<file path="config.mk">
export PLATFORM = sky130hd
export DESIGN_NAME = binary_game
export DESIGN_NICKNAME = d
export VERILOG_FILES = /design/src/rtl/binary_game_pkg.sv /design/src/rtl/binary_game_seg7_scan.sv /design/src/rtl/binary_game.sv
export SDC_FILE = /design/constraint.sdc
export NUM_CORES = 1
export LEC_CHECK = 0
export CAP_MARGIN = 0
export CELL_PAD_IN_SITES_DETAIL_PLACEMENT = 0
export CELL_PAD_IN_SITES_GLOBAL_PLACEMENT = 1
export CORE_MARGIN = 5
export CORE_UTILIZATION = 35
export CTS_CLUSTER_DIAMETER = 150
export DETAILED_ROUTE_END_ITERATION = 7
export PLACE_DENSITY_LB_ADDON = 0.05
export SLEW_MARGIN = 10
export SYNTH_ARGS = -nofsm -noshare
export SYNTH_HDL_FRONTEND = slang
export SYNTH_HIERARCHICAL = 1
export SYNTH_SLANG_ARGS = --single-unit
export TNS_END_PERCENT = 50
</file>
<file path="constraint.sdc">
create_clock -name clk -period 15.6 [get_ports clk]
set_input_delay 3.9 -clock clk [delete_from_list [all_inputs] [get_ports clk]]
set_output_delay 3.9 -clock clk [all_outputs]
set_load 0.03 [all_outputs]
</file>
<file path="src/rtl/binary_game_pkg.sv">
// Shared types and constants for the binary-entry game: FSM states,
// active-low seven-segment patterns (a = bit 0), LFSR taps and small helpers.
package binary_game_pkg;

    typedef enum logic {
        PLAY = 1'b0,
        OVER = 1'b1
    } state_t;

    // x^8 + x^6 + x^5 + x^4 + 1 -> register bits 7, 5, 4, 3
    localparam logic [7:0] LFSR_TAPS = 8'hB8;

    localparam logic [6:0] SEG_0     = 7'h40;
    localparam logic [6:0] SEG_1     = 7'h79;
    localparam logic [6:0] SEG_2     = 7'h24;
    localparam logic [6:0] SEG_3     = 7'h30;
    localparam logic [6:0] SEG_4     = 7'h19;
    localparam logic [6:0] SEG_5     = 7'h12;
    localparam logic [6:0] SEG_6     = 7'h02;
    localparam logic [6:0] SEG_7     = 7'h78;
    localparam logic [6:0] SEG_8     = 7'h00;
    localparam logic [6:0] SEG_9     = 7'h10;
    localparam logic [6:0] SEG_BLANK = 7'h7F;

    // Folds a raw 7-bit LFSR slice into the 0..99 target range.
    function automatic logic [6:0] fold_target(input logic [6:0] raw);
        return (raw >= 7'd100) ? raw - 7'd100 : raw;
    endfunction

    function automatic logic [7:0] to_bcd(input logic [6:0] value);
        logic [3:0] tens;
        logic [6:0] rest;
        tens = 4'd0;
        rest = value;
        for (int k = 0; k < 9; k++) begin
            if (rest >= 7'd10) begin
                rest = rest - 7'd10;
                tens = tens + 4'd1;
            end
        end
        return {tens, 4'(rest)};
    endfunction

    function automatic logic [6:0] seg_encode(input logic [3:0] digit);
        case (digit)
            4'd0:    return SEG_0;
            4'd1:    return SEG_1;
            4'd2:    return SEG_2;
            4'd3:    return SEG_3;
            4'd4:    return SEG_4;
            4'd5:    return SEG_5;
            4'd6:    return SEG_6;
            4'd7:    return SEG_7;
            4'd8:    return SEG_8;
            4'd9:    return SEG_9;
            default: return SEG_BLANK;
        endcase
    endfunction

endpackage

</file>
<file path="src/rtl/binary_game_seg7_scan.sv">
// Four-digit multiplexed seven-segment scanner: refresh divider, digit index,
// per-digit blanking and registered active-low anode/segment outputs.
module seg7_scan
    import binary_game_pkg::*;
#(
    parameter int REFRESH_DIV = 100_000
) (
    input  logic            clk,
    input  logic            rst,
    input  logic [3:0][3:0] digits,
    input  logic [3:0]      blank,
    output logic [3:0]      an,
    output logic [6:0]      seg
);

    localparam int RW = (REFRESH_DIV > 1) ? $clog2(REFRESH_DIV) : 1;

    logic [RW-1:0] refresh_reg;
    logic [1:0]    digit_idx_reg;
    logic [3:0]    an_reg;
    logic [3:0]    an_next;
    logic [6:0]    seg_reg;
    logic [6:0]    seg_next;

    // A blanked digit keeps its anode off, so at most one anode is ever low.
    generate
        for (genvar gi = 0; gi < 4; gi++) begin : g_anode
            assign an_next[gi] = !((digit_idx_reg == 2'(gi)) && !blank[gi]);
        end
    endgenerate

    always_comb begin
        seg_next = SEG_BLANK;
        if (!blank[digit_idx_reg]) begin
            seg_next = seg_encode(digits[digit_idx_reg]);
        end
    end

    always_ff @(posedge clk) begin
        if (rst) begin
            refresh_reg   <= '0;
            digit_idx_reg <= 2'd0;
            an_reg        <= 4'hF;
            seg_reg       <= SEG_BLANK;
        end else begin
            if (refresh_reg == RW'(REFRESH_DIV - 1)) begin
                refresh_reg   <= '0;
                digit_idx_reg <= digit_idx_reg + 2'd1;
            end else begin
                refresh_reg <= refresh_reg + 1'b1;
            end
            an_reg  <= an_next;
            seg_reg <= seg_next;
        end
    end

    assign an  = an_reg;
    assign seg = seg_reg;

endmodule

</file>
<file path="src/rtl/binary_game.sv">
// Game core: button synchronizer/edge detect, LFSR target generator, round
// timer, score keeping and PLAY/OVER FSM driving the multiplexed display.
module binary_game
    import binary_game_pkg::*;
#(
    parameter int         REFRESH_DIV = 100_000,
    parameter int         SEC_DIV     = 100_000_000,
    parameter int         ROUND_SECS  = 10,
    parameter logic [7:0] LFSR_SEED   = 8'hA5
) (
    input  logic       clk,
    input  logic       rst,
    input  logic [7:0] sw,
    input  logic       btn,
    output logic [3:0] an,
    output logic [6:0] seg
);

    localparam int CW     = (SEC_DIV > 1) ? $clog2(SEC_DIV) : 1;
    localparam int SECS_W = $clog2(ROUND_SECS + 1);

    state_t            state_reg, state_next;
    logic [7:0]        lfsr_reg;
    logic [6:0]        score_reg, score_next;
    logic [6:0]        target_reg, target_next;
    logic [CW-1:0]     cyc_reg, cyc_next;
    logic [SECS_W-1:0] secs_reg, secs_next;
    logic              btn_sync1_reg, btn_sync2_reg, btn_prev_reg;
    logic              press;
    logic              timeout;
    logic [6:0]        new_target;
    logic [7:0]        score_bcd, target_bcd;
    logic              unused_sw7;

    assign unused_sw7 = sw[7];
    assign press      = btn_sync2_reg && !btn_prev_reg;
    assign new_target = fold_target(lfsr_reg[6:0]);
    // Fires on the last cycle of the final second so OVER lands exactly on time.
    assign timeout    = (secs_reg == SECS_W'(ROUND_SECS - 1)) && (cyc_reg == CW'(SEC_DIV - 1));

    always_ff @(posedge clk) begin
        if (rst) begin
            btn_sync1_reg <= 1'b0;
            btn_sync2_reg <= 1'b0;
            btn_prev_reg  <= 1'b0;
            lfsr_reg      <= LFSR_SEED;
            state_reg     <= PLAY;
            score_reg     <= 7'd0;
            target_reg    <= fold_target(LFSR_SEED[6:0]);
            cyc_reg       <= '0;
            secs_reg      <= '0;
        end else begin
            btn_sync1_reg <= btn;
            btn_sync2_reg <= btn_sync1_reg;
            btn_prev_reg  <= btn_sync2_reg;
            lfsr_reg      <= {lfsr_reg[6:0], ^(lfsr_reg & LFSR_TAPS)};
            state_reg     <= state_next;
            score_reg     <= score_next;
            target_reg    <= target_next;
            cyc_reg       <= cyc_next;
            secs_reg      <= secs_next;
        end
    end

    always_comb begin
        state_next  = state_reg;
        score_next  = score_reg;
        target_next = target_reg;
        cyc_next    = cyc_reg;
        secs_next   = secs_reg;
        case (state_reg)
            PLAY: begin
                if (cyc_reg == CW'(SEC_DIV - 1)) begin
                    cyc_next  = '0;
                    secs_next = secs_reg + 1'b1;
                end else begin
                    cyc_next = cyc_reg + 1'b1;
                end
                // A press in the timeout cycle wins over the timeout.
                if (press) begin
                    if (sw[6:0] == target_reg) begin
                        score_next  = (score_reg == 7'd99) ? score_reg : score_reg + 7'd1;
                        target_next = new_target;
                        cyc_next    = '0;
                        secs_next   = '0;
                    end else begin
                        state_next = OVER;
                    end
                end else if (timeout) begin
                    state_next = OVER;
                end
            end
            OVER: begin
                if (press) begin
                    state_next  = PLAY;
                    score_next  = 7'd0;
                    target_next = new_target;
                    cyc_next    = '0;
                    secs_next   = '0;
                end
            end
            default: state_next = PLAY;
        endcase
    end

    assign score_bcd  = to_bcd(score_reg);
    assign target_bcd = to_bcd(target_reg);

    seg7_scan #(
        .REFRESH_DIV(REFRESH_DIV)
    ) u_scan (
        .clk    (clk),
        .rst    (rst),
        .digits ({score_bcd[7:4], score_bcd[3:0], target_bcd[7:4], target_bcd[3:0]}),
        .blank  ((state_reg == OVER) ? 4'b0011 : 4'b0000),
        .an     (an),
        .seg    (seg)
    );

endmodule

</file>
==> reports/qor.txt, run 1 <==
PWR
------------------------------------------------------------------------------------------
Cell internal power dissipation .............................................       437 uW
Share of power burned in the clock network ..................................        33.9%
Worst vdd rail ir drop ......................................................    0.0415 mV
Proportion of power drawn by combinational gates ............................        30.8%
Switching Power .............................................................       234 uW
Part of the power in registers ..............................................        35.3%
Fraction of power spent switching nets ......................................        34.9%
Pleak .......................................................................   0.00387 uW
PwrDens ..................................................................... 66.2 nW/um^2

PLACED DESIGN
------------------------------------------------------------------------------------------
Post-placement cell count ...................................................        1,552
Setup WS pre-CTS ............................................................      1770 ps
Detailed Place HPWL .........................................................    18,100 um
Final GP Congestion .........................................................        0.830
Port-buffer cells ...........................................................           20

STA
------------------------------------------------------------------------------------------
Share of the cycle needed by the critical path after routing ................        89.1%
Setup WS post-layout ........................................................      1700 ps
Final critical path time including I/O delays and setup .....................    13,900 ps
RSZ-0062 raised after global routing ........................................        false
Total negative slack for setup checks .......................................         0 ps
Max-slew headroom at the worst pin ..........................................        26.9%
Final Skew ..................................................................      13.0 ps
Max-slew violation total from the final report ..............................            0
Final count of hold timing violations .......................................            0
Fmax ........................................................................     72.0 MHz
Worst-Margin Slew ...........................................................      1090 ps
Post-Route Hold Slack .......................................................       463 ps
Final setup violation count .................................................            0

CRITICAL PATH
------------------------------------------------------------------------------------------
Element type at the critical path end .......................................     register
Worst r2r dst ............................................................... u_scan/seg[4]
Data required time at the worst endpoint ....................................    15,820 ps
Critical Path Slowest Stage Cell ............................................      dfxtp_1
Count of cells along the worst register-to-register path ....................           61
Kind of start point of the critical path ....................................     register
Maximum single-stage delay on the critical path .............................       690 ps
Crit-path max FO ............................................................           16
Kind of critical path ....................................................... register to register
Worst reg2reg path startpoint ............................................... target_reg[1]
Endpoint arrival time on the critical path ..................................    14,120 ps
Worst Setup EP .............................................................. u_scan/seg[4]
Launching instance or port of the critical path ............................. target_reg[1]
Slack of the worst reg-to-reg path ..........................................      1700 ps
Most prevalent standard cell on the critical path ...........................         ha_1

FINAL LAYOUT
------------------------------------------------------------------------------------------
Commonest cells after routing, fill and taps aside .......................... nor2_1, nand2_1, dfxtp_1
Share of final-layout standard cells stronger than drive strength 1 .........        8.72%
Flip-flop count of the largest register after layout ........................           27
Antenna fix cells ...........................................................            0
Most common cell after layout, fill and taps aside ..........................       nor2_1
Total Nets Final ............................................................        1,288
Area grow syn2layout ........................................................        7.19%
Final std cells w/o fill ....................................................        1,568

ROUTE
------------------------------------------------------------------------------------------
Total via count after detailed routing ......................................        8,641
Drc violations ..............................................................            0
Iteration count of the initial detailed-routing pass ........................            5
Initial drt markers .........................................................          540
Antenna-violating nets left .................................................            0
Number of vias per cell after detailed routing ..............................         5.51
Sum of routed wire length over all layers ...................................    24,000 um
Average routed wire per standard cell .......................................      15.3 um

CLOCK TREE
------------------------------------------------------------------------------------------
Cts bufs inserted ...........................................................            9
Hold-fix buffers at CTS .....................................................            0
Clock-pin slew on the worst setup and hold paths ............................        70 ps
Total of cells resized after clock tree synthesis ...........................            0
Postcts setup bufs ..........................................................            0
Clock Path Buffers ..........................................................            2
Number of H-tree levels .....................................................            3
Clock latency on the worst-skew pair ........................................       350 ps
CTS tree ....................................................................          yes
Root cell of the clock tree .................................................    clkbuf_16
CTS Sinks ...................................................................           87

FLOW RUN
------------------------------------------------------------------------------------------
Max-cap violations ..........................................................            0

FLOORPLANNING
------------------------------------------------------------------------------------------
Core box area ...............................................................  26,800 um^2
Num ports ...................................................................           22
Overall die height ..........................................................       174 um
Horiz. Die Dim ..............................................................       174 um
DIE AREA ....................................................................  30,400 um^2
Starting density of the core ................................................        35.3%
Num rows ....................................................................           60

SYNTH
------------------------------------------------------------------------------------------
Dominant cell type by area after synthesis ..................................      dfxtp_1
Distinct cell type count after synthesis ....................................          110
Fraction of the yosys area taken by sequential cells ........................        18.4%
Largest family of logic cells by synthesized area ........................... simple AND/OR/NAND/NOR gates
Mean post-synth cell area ...................................................    7.63 um^2
Synth Area in Compound Gates ................................................        24.4%
Synth Area in Simple Gates ..................................................        27.9%
Syn Inst Count ..............................................................        1,239
Flip-flop and latch count after synthesis ...................................           87
Biggest area contributors in the synthesized netlist ........................ dfxtp_1, ha_1, nor2_1, xnor2_1, nand2_1
Primary flip-flop cell chosen by synthesis mapping ..........................      dfxtp_1
Share of synthesized cell area in full adder, half adder and majority cells .        7.28%
Number of enable flip-flop cells after synthesis ............................            0
Top-area cell type share of the netlist area ................................        18.4%
Share of synthesized registers carrying an async set or reset ...............           0%
Multiplexer share of the synthesized area ...................................        7.38%
Synth Area in XOR/XNOR ......................................................        9.41%
Post-synthesis instance area ................................................    9460 um^2
Number of synthesis warnings ................................................            6

GLOBAL ROUTING
------------------------------------------------------------------------------------------
First-pass GRT wire length ..................................................    41,300 um
Residual overflow from global routing .......................................            0
Largest net degree at the start of global routing ...........................           48
Vias in the first global route ..............................................        8,253
Number of antenna violations at the first check in global routing ...........            0
All-layer global routing usage ..............................................        15.7%

OUTCOME
------------------------------------------------------------------------------------------
Result of the run ........................................................... finished, final reports clean

HOLD PATH
------------------------------------------------------------------------------------------
Path class of the lowest-slack min-delay path ............................... register to register

## through the flow
step | instance area, um^2 | power [uW] | util (%)
after floorplan | 9470 | 408 | -
after global placement | 9840 | 450 | 36.7
after detailed placement | 9840 | 450 | 36.7
after CTS | 10100 | 684 | 37.8
after global routing | 10100 | 717 | 37.8
final | 10100 | 671 | 37.8
## routing by layer
layer,track usage [%],vias up,wire length (um)
met5,0,-,0
li1,-,4492,-
met1,22.6,3997,12400
met3,1.74,25,548
met2,25.4,127,10800
met4,3.27,0,288
## power groups by stage
stage / clock network, uW / registers [uW] / logic, uW
floorplan: 0 / 252 / 156
global placement: 0 / 242 / 208
detailed placement: 0 / 243 / 208
CTS: 238 / 237 / 209
global route: 245 / 239 / 234
finish: 227 / 237 / 207
## area by class of cell
| class | count | area (um^2) |
|---|---|---|
| fill | 2854 | 16700 |
| multi-input combinational | 1047 | 7240 |
| sequential | 87 | 1740 |
| tap | 341 | 427 |
| clock buffer | 10 | 239 |
| timing repair buffer | 25 | 233 |
| inverter | 52 | 200 |
| clock inverter | 6 | 58.8 |
## cell usage after synthesis, drive strengths merged (5+ instances only)
cell,number
a2111oi,6
a211oi,9
a21boi,8
a21o,7
a21oi,61
a221oi,8
a22oi,6
a311oi,9
a31oi,7
and2,13
and3,27
buf,29
clkbuf,27
dfxtp,87
ha,55
inv,51
mux2,24
mux2i,30
mux4,5
nand2,106
nand2b,24
nand3,44
nand3b,7
nand4,17
nand4b,7
nor2,147
nor2b,28
nor3,37
nor3b,5
nor4,7
o211a,5
o211ai,11
o21a,12
o21ai,80
o21bai,6
o22ai,9
o31a,6
o31ai,14
o32ai,6
or2,17
or3,10
xnor2,65
xor2,34
## worst min-delay path by stage
stage,startpoint,end,slack [ps],cells past startpoint
6_report,btn_sync1_reg,btn_sync2_reg,460,1
2_1_floorplan,btn_sync1_reg,btn_sync2_reg,410,1
3_5_place_dp,u_scan/refresh_reg[0],u_scan/refresh_reg[0],450,1
3_3_place_gp,u_scan/refresh_reg[0],u_scan/refresh_reg[0],450,1
4_1_cts,btn_sync1_reg,btn_sync2_reg,470,1
5_1_grt,btn_sync1_reg,btn_sync2_reg,480,1
## worst max-delay path, delay by kind of cell (launching register included)
| family | cells | cell delay [ps] |
|---|---|---|
| and+or+nand+nor | 23 | 4370 |
| AOI/OAI and AO/OA | 12 | 2870 |
| adders and majority gates | 10 | 2270 |
| xor gates and xnor gates | 5 | 1530 |
| muxes | 3 | 1090 |
| buffers and inverters | 8 | 940 |
| DFF | 1 | 690 |
## logic make-up (layout without fill, tap and decap cells)
logic type | count (synthesis) | count (layout)
mux | 59 | 59
simple gates | 513 | 513
flops | 87 | 87
other cells | 1 | 4
buf+inv | 108 | 93
compound gates | 317 | 317
xor+xnor | 99 | 99
fa+ha+maj | 55 | 55
Note: power is estimated with default switching activity, not from simulation.
==> run 2: changes to the inputs <==
--- a/config.mk
+++ b/config.mk
@@ -8,7 +8,6 @@
 export CAP_MARGIN = 0
 export CELL_PAD_IN_SITES_DETAIL_PLACEMENT = 0
 export CELL_PAD_IN_SITES_GLOBAL_PLACEMENT = 1
-export CORE_MARGIN = 5
 export CORE_UTILIZATION = 35
 export CTS_CLUSTER_DIAMETER = 150
 export DETAILED_ROUTE_END_ITERATION = 7
@@ -18,4 +17,4 @@
 export SYNTH_HDL_FRONTEND = slang
 export SYNTH_HIERARCHICAL = 1
 export SYNTH_SLANG_ARGS = --single-unit
-export TNS_END_PERCENT = 50
+export TNS_END_PERCENT = 1
==> run 2 against run 1 <==
  * The run now ends with DRC left
  * Critical path depth down 1
  * Power up 1.6%
  * Wire length up 1.3%
  * Worst setup slack lost 3.4 ps
  * Non-clock buffer count stayed put
  * First-iteration DRC count fell by 29%
  * Critical endpoint unchanged
  * Largest power group unchanged
==> reports/qor.txt, run 2 (synthesized netlist as in run 1, its figures left out) <==
FINAL LAYOUT
----------------------------------------------------------------------------------
Total Nets Final ....................................................        1,288   unchanged
Final std cells w/o fill ............................................        1,562   -0.38%
Antenna fix cells ...................................................            0   unchanged
Most common cell after layout, fill and taps aside ..................       nor2_1
Share of final-layout standard cells stronger than drive strength 1 .        8.80%   +0.081 points
Commonest cells after routing, fill and taps aside .................. nor2_1, nand2_1, dfxtp_1
Flip-flop count of the largest register after layout ................           27   unchanged
Area grow syn2layout ................................................        7.32%

OUTCOME
----------------------------------------------------------------------------------
Violations in the final reports .....................................          DRC
Result of the run ................................................... complete, but fails checks

CRITICAL PATH
----------------------------------------------------------------------------------
Crit-path max FO ....................................................           16   unchanged
Critical Path Slowest Stage Cell ....................................      dfxtp_1
Element type at the critical path end ...............................     register
Most prevalent standard cell on the critical path ...................         ha_1
Data required time at the worst endpoint ............................    15,820 ps   about the same
Endpoint arrival time on the critical path ..........................    14,120 ps   about the same
Kind of critical path ............................................... register to register
Slack of the worst reg-to-reg path ..................................      1700 ps   about the same
Worst r2r dst ....................................................... u_scan/seg[4]
Kind of start point of the critical path ............................     register
Count of cells along the worst register-to-register path ............           60   -1.6%
Maximum single-stage delay on the critical path .....................       700 ps   about the same
Worst reg2reg path startpoint ....................................... target_reg[1]

STA
----------------------------------------------------------------------------------
RSZ-0062 raised after global routing ................................        false
Worst-Margin Slew ...................................................      1040 ps   -46.6 ps
Final count of hold timing violations ...............................            0   unchanged
Final setup violation count .........................................            0   unchanged
Setup WS post-layout ................................................      1700 ps   -3.38 ps
Max-slew violation total from the final report ......................            0   unchanged
Final Skew ..........................................................      12.4 ps   -0.622 ps
Final critical path time including I/O delays and setup .............    13,900 ps   +3.38 ps
Total negative slack for setup checks ...............................         0 ps   unchanged
Fmax ................................................................     71.9 MHz   about the same
Share of the cycle needed by the critical path after routing ........        89.1%   about the same
Max-slew headroom at the worst pin ..................................        30.0%   +3.1 points

FLOORPLANNING
----------------------------------------------------------------------------------
Starting density of the core ........................................        36.0%   +0.70 points
Overall die height ..................................................       166 um   -4.6%
Num ports ...........................................................           22   unchanged
Num rows ............................................................           59   -1.7%
DIE AREA ............................................................  27,700 um^2   -9.0%
Horiz. Die Dim ......................................................       166 um   -4.6%
Core box area .......................................................  26,300 um^2   -1.9%

PLACED DESIGN
----------------------------------------------------------------------------------
Setup WS pre-CTS ....................................................      1310 ps   -459 ps
Final GP Congestion .................................................        0.827   -0.35%
Detailed Place HPWL .................................................    18,400 um   +1.7%
Port-buffer cells ...................................................           20   unchanged
Post-placement cell count ...........................................        1,546   -0.39%

CLOCK TREE
----------------------------------------------------------------------------------
Clock-pin slew on the worst setup and hold paths ....................        80 ps   about the same
Cts bufs inserted ...................................................            9   unchanged
Total of cells resized after clock tree synthesis ...................            0   unchanged
Postcts setup bufs ..................................................            0   unchanged
CTS tree ............................................................          yes
Number of H-tree levels .............................................            3   unchanged
Clock Path Buffers ..................................................            2   unchanged
Root cell of the clock tree .........................................    clkbuf_16
Clock latency on the worst-skew pair ................................       350 ps   about the same
Hold-fix buffers at CTS .............................................            0   unchanged
CTS Sinks ...........................................................           87   unchanged

ROUTE
----------------------------------------------------------------------------------
Initial drt markers .................................................          384   -29%
Sum of routed wire length over all layers ...........................    24,300 um   +1.3%
Iteration count of the initial detailed-routing pass ................            7   +2
Antenna-violating nets left .........................................            0   unchanged
Drc violations ......................................................            3   +3
Number of vias per cell after detailed routing ......................         5.51   about the same
Average routed wire per standard cell ...............................      15.6 um   +1.7%
Detailed-routed wire length on met3 .................................       430 um   -22%
Detailed-route wire length on metal 1 ...............................    12,600 um   +1.5%
Top Metal Used ......................................................         met4
Met2 Wirelength .....................................................    11,200 um   +3.5%
Total via count after detailed routing ..............................        8,600   -0.47%

HOLD PATH
----------------------------------------------------------------------------------
Hold depth ..........................................................            1   unchanged
Launch point of the worst hold path ................................. btn_sync1_reg
Worst hold endpoint ................................................. btn_sync2_reg
Path class of the lowest-slack min-delay path ....................... register to register

PWR
----------------------------------------------------------------------------------
Pleak ...............................................................   0.00389 uW   +0.35%
Worst vdd rail ir drop ..............................................    0.0503 mV   +21%
PwrDens ............................................................. 67.2 nW/um^2   +1.5%

GLOBAL ROUTING
----------------------------------------------------------------------------------
Vias in the first global route ......................................        8,447   +2.4%
Number of antenna violations at the first check in global routing ...            0   unchanged
Largest net degree at the start of global routing ...................           48   unchanged
All-layer global routing usage ......................................        17.8%   +2.1 points
First-pass GRT wire length ..........................................    41,500 um   +0.33%
Residual overflow from global routing ...............................            0   unchanged

FLOW RUN
----------------------------------------------------------------------------------
Max-cap violations ..................................................            0   unchanged

[run 2: area by class of cell]
class                   count  area [um^2]
fillers                  2861        16100
well taps                 335          419
clock inverters             6         75.1
clock buffers              10          239
multi-input cells        1047         7240
inverters                  52          200
flip-flops and latches     87         1740
repair buffers             25          233
[run 2: routing by layer]
metal | global-route usage (%) | up-vias
met4 | 2.78 | 0
met2 | 31.1 | 75
li1 | - | 4491
met3 | 2.05 | 13
met1 | 23.9 | 4021
met5 | 0 | -
[run 2: stage by stage]
stage	cell area (um^2)	util [%]	hold WS, ps	power (uW)
floorplan	9470	-	414	408
global placement	9830	37.4	446	452
detailed placement	9830	37.4	446	451
CTS	10100	38.6	462	692
global route	10100	38.6	478	729
finish	10100	38.6	452	682
[run 2: worst max-delay path by stage]
stage | start | endpoint | slack (ps) | depth (start not counted)
after global routing | target_reg[1] | u_scan/seg[4] | 230 | 59
after global placement | target_reg[1] | u_scan/seg[4] | 1250 | 59
after detailed placement | target_reg[1] | u_scan/seg[4] | 1310 | 60
after floorplan | target_reg[2] | u_scan/seg[4] | 4020 | 67
after CTS | target_reg[1] | u_scan/seg[4] | 1230 | 60
final | target_reg[1] | u_scan/seg[4] | 1700 | 60
[run 2: worst max-delay path: cells and delay by family (launching register included)]
kind	cells	cell delay, ps
AO/OA/AOI/OAI	11	2660
XOR/XNOR	6	1640
adder cells (fa/ha/maj)	10	2290
buffers and inverters	8	1010
flip-flops	1	700
multiplexers	3	1100
AND/OR/NAND/NOR	22	4360
[run 2: power breakdown]
group	total, uW	switching (uW)	leakage (uW)	internal, uW
registers	239	7.30	0.000707	232
clock network	235	103	0.000157	132
logic	208	120	0.00302	88.1
total	682	231	0.00389	451
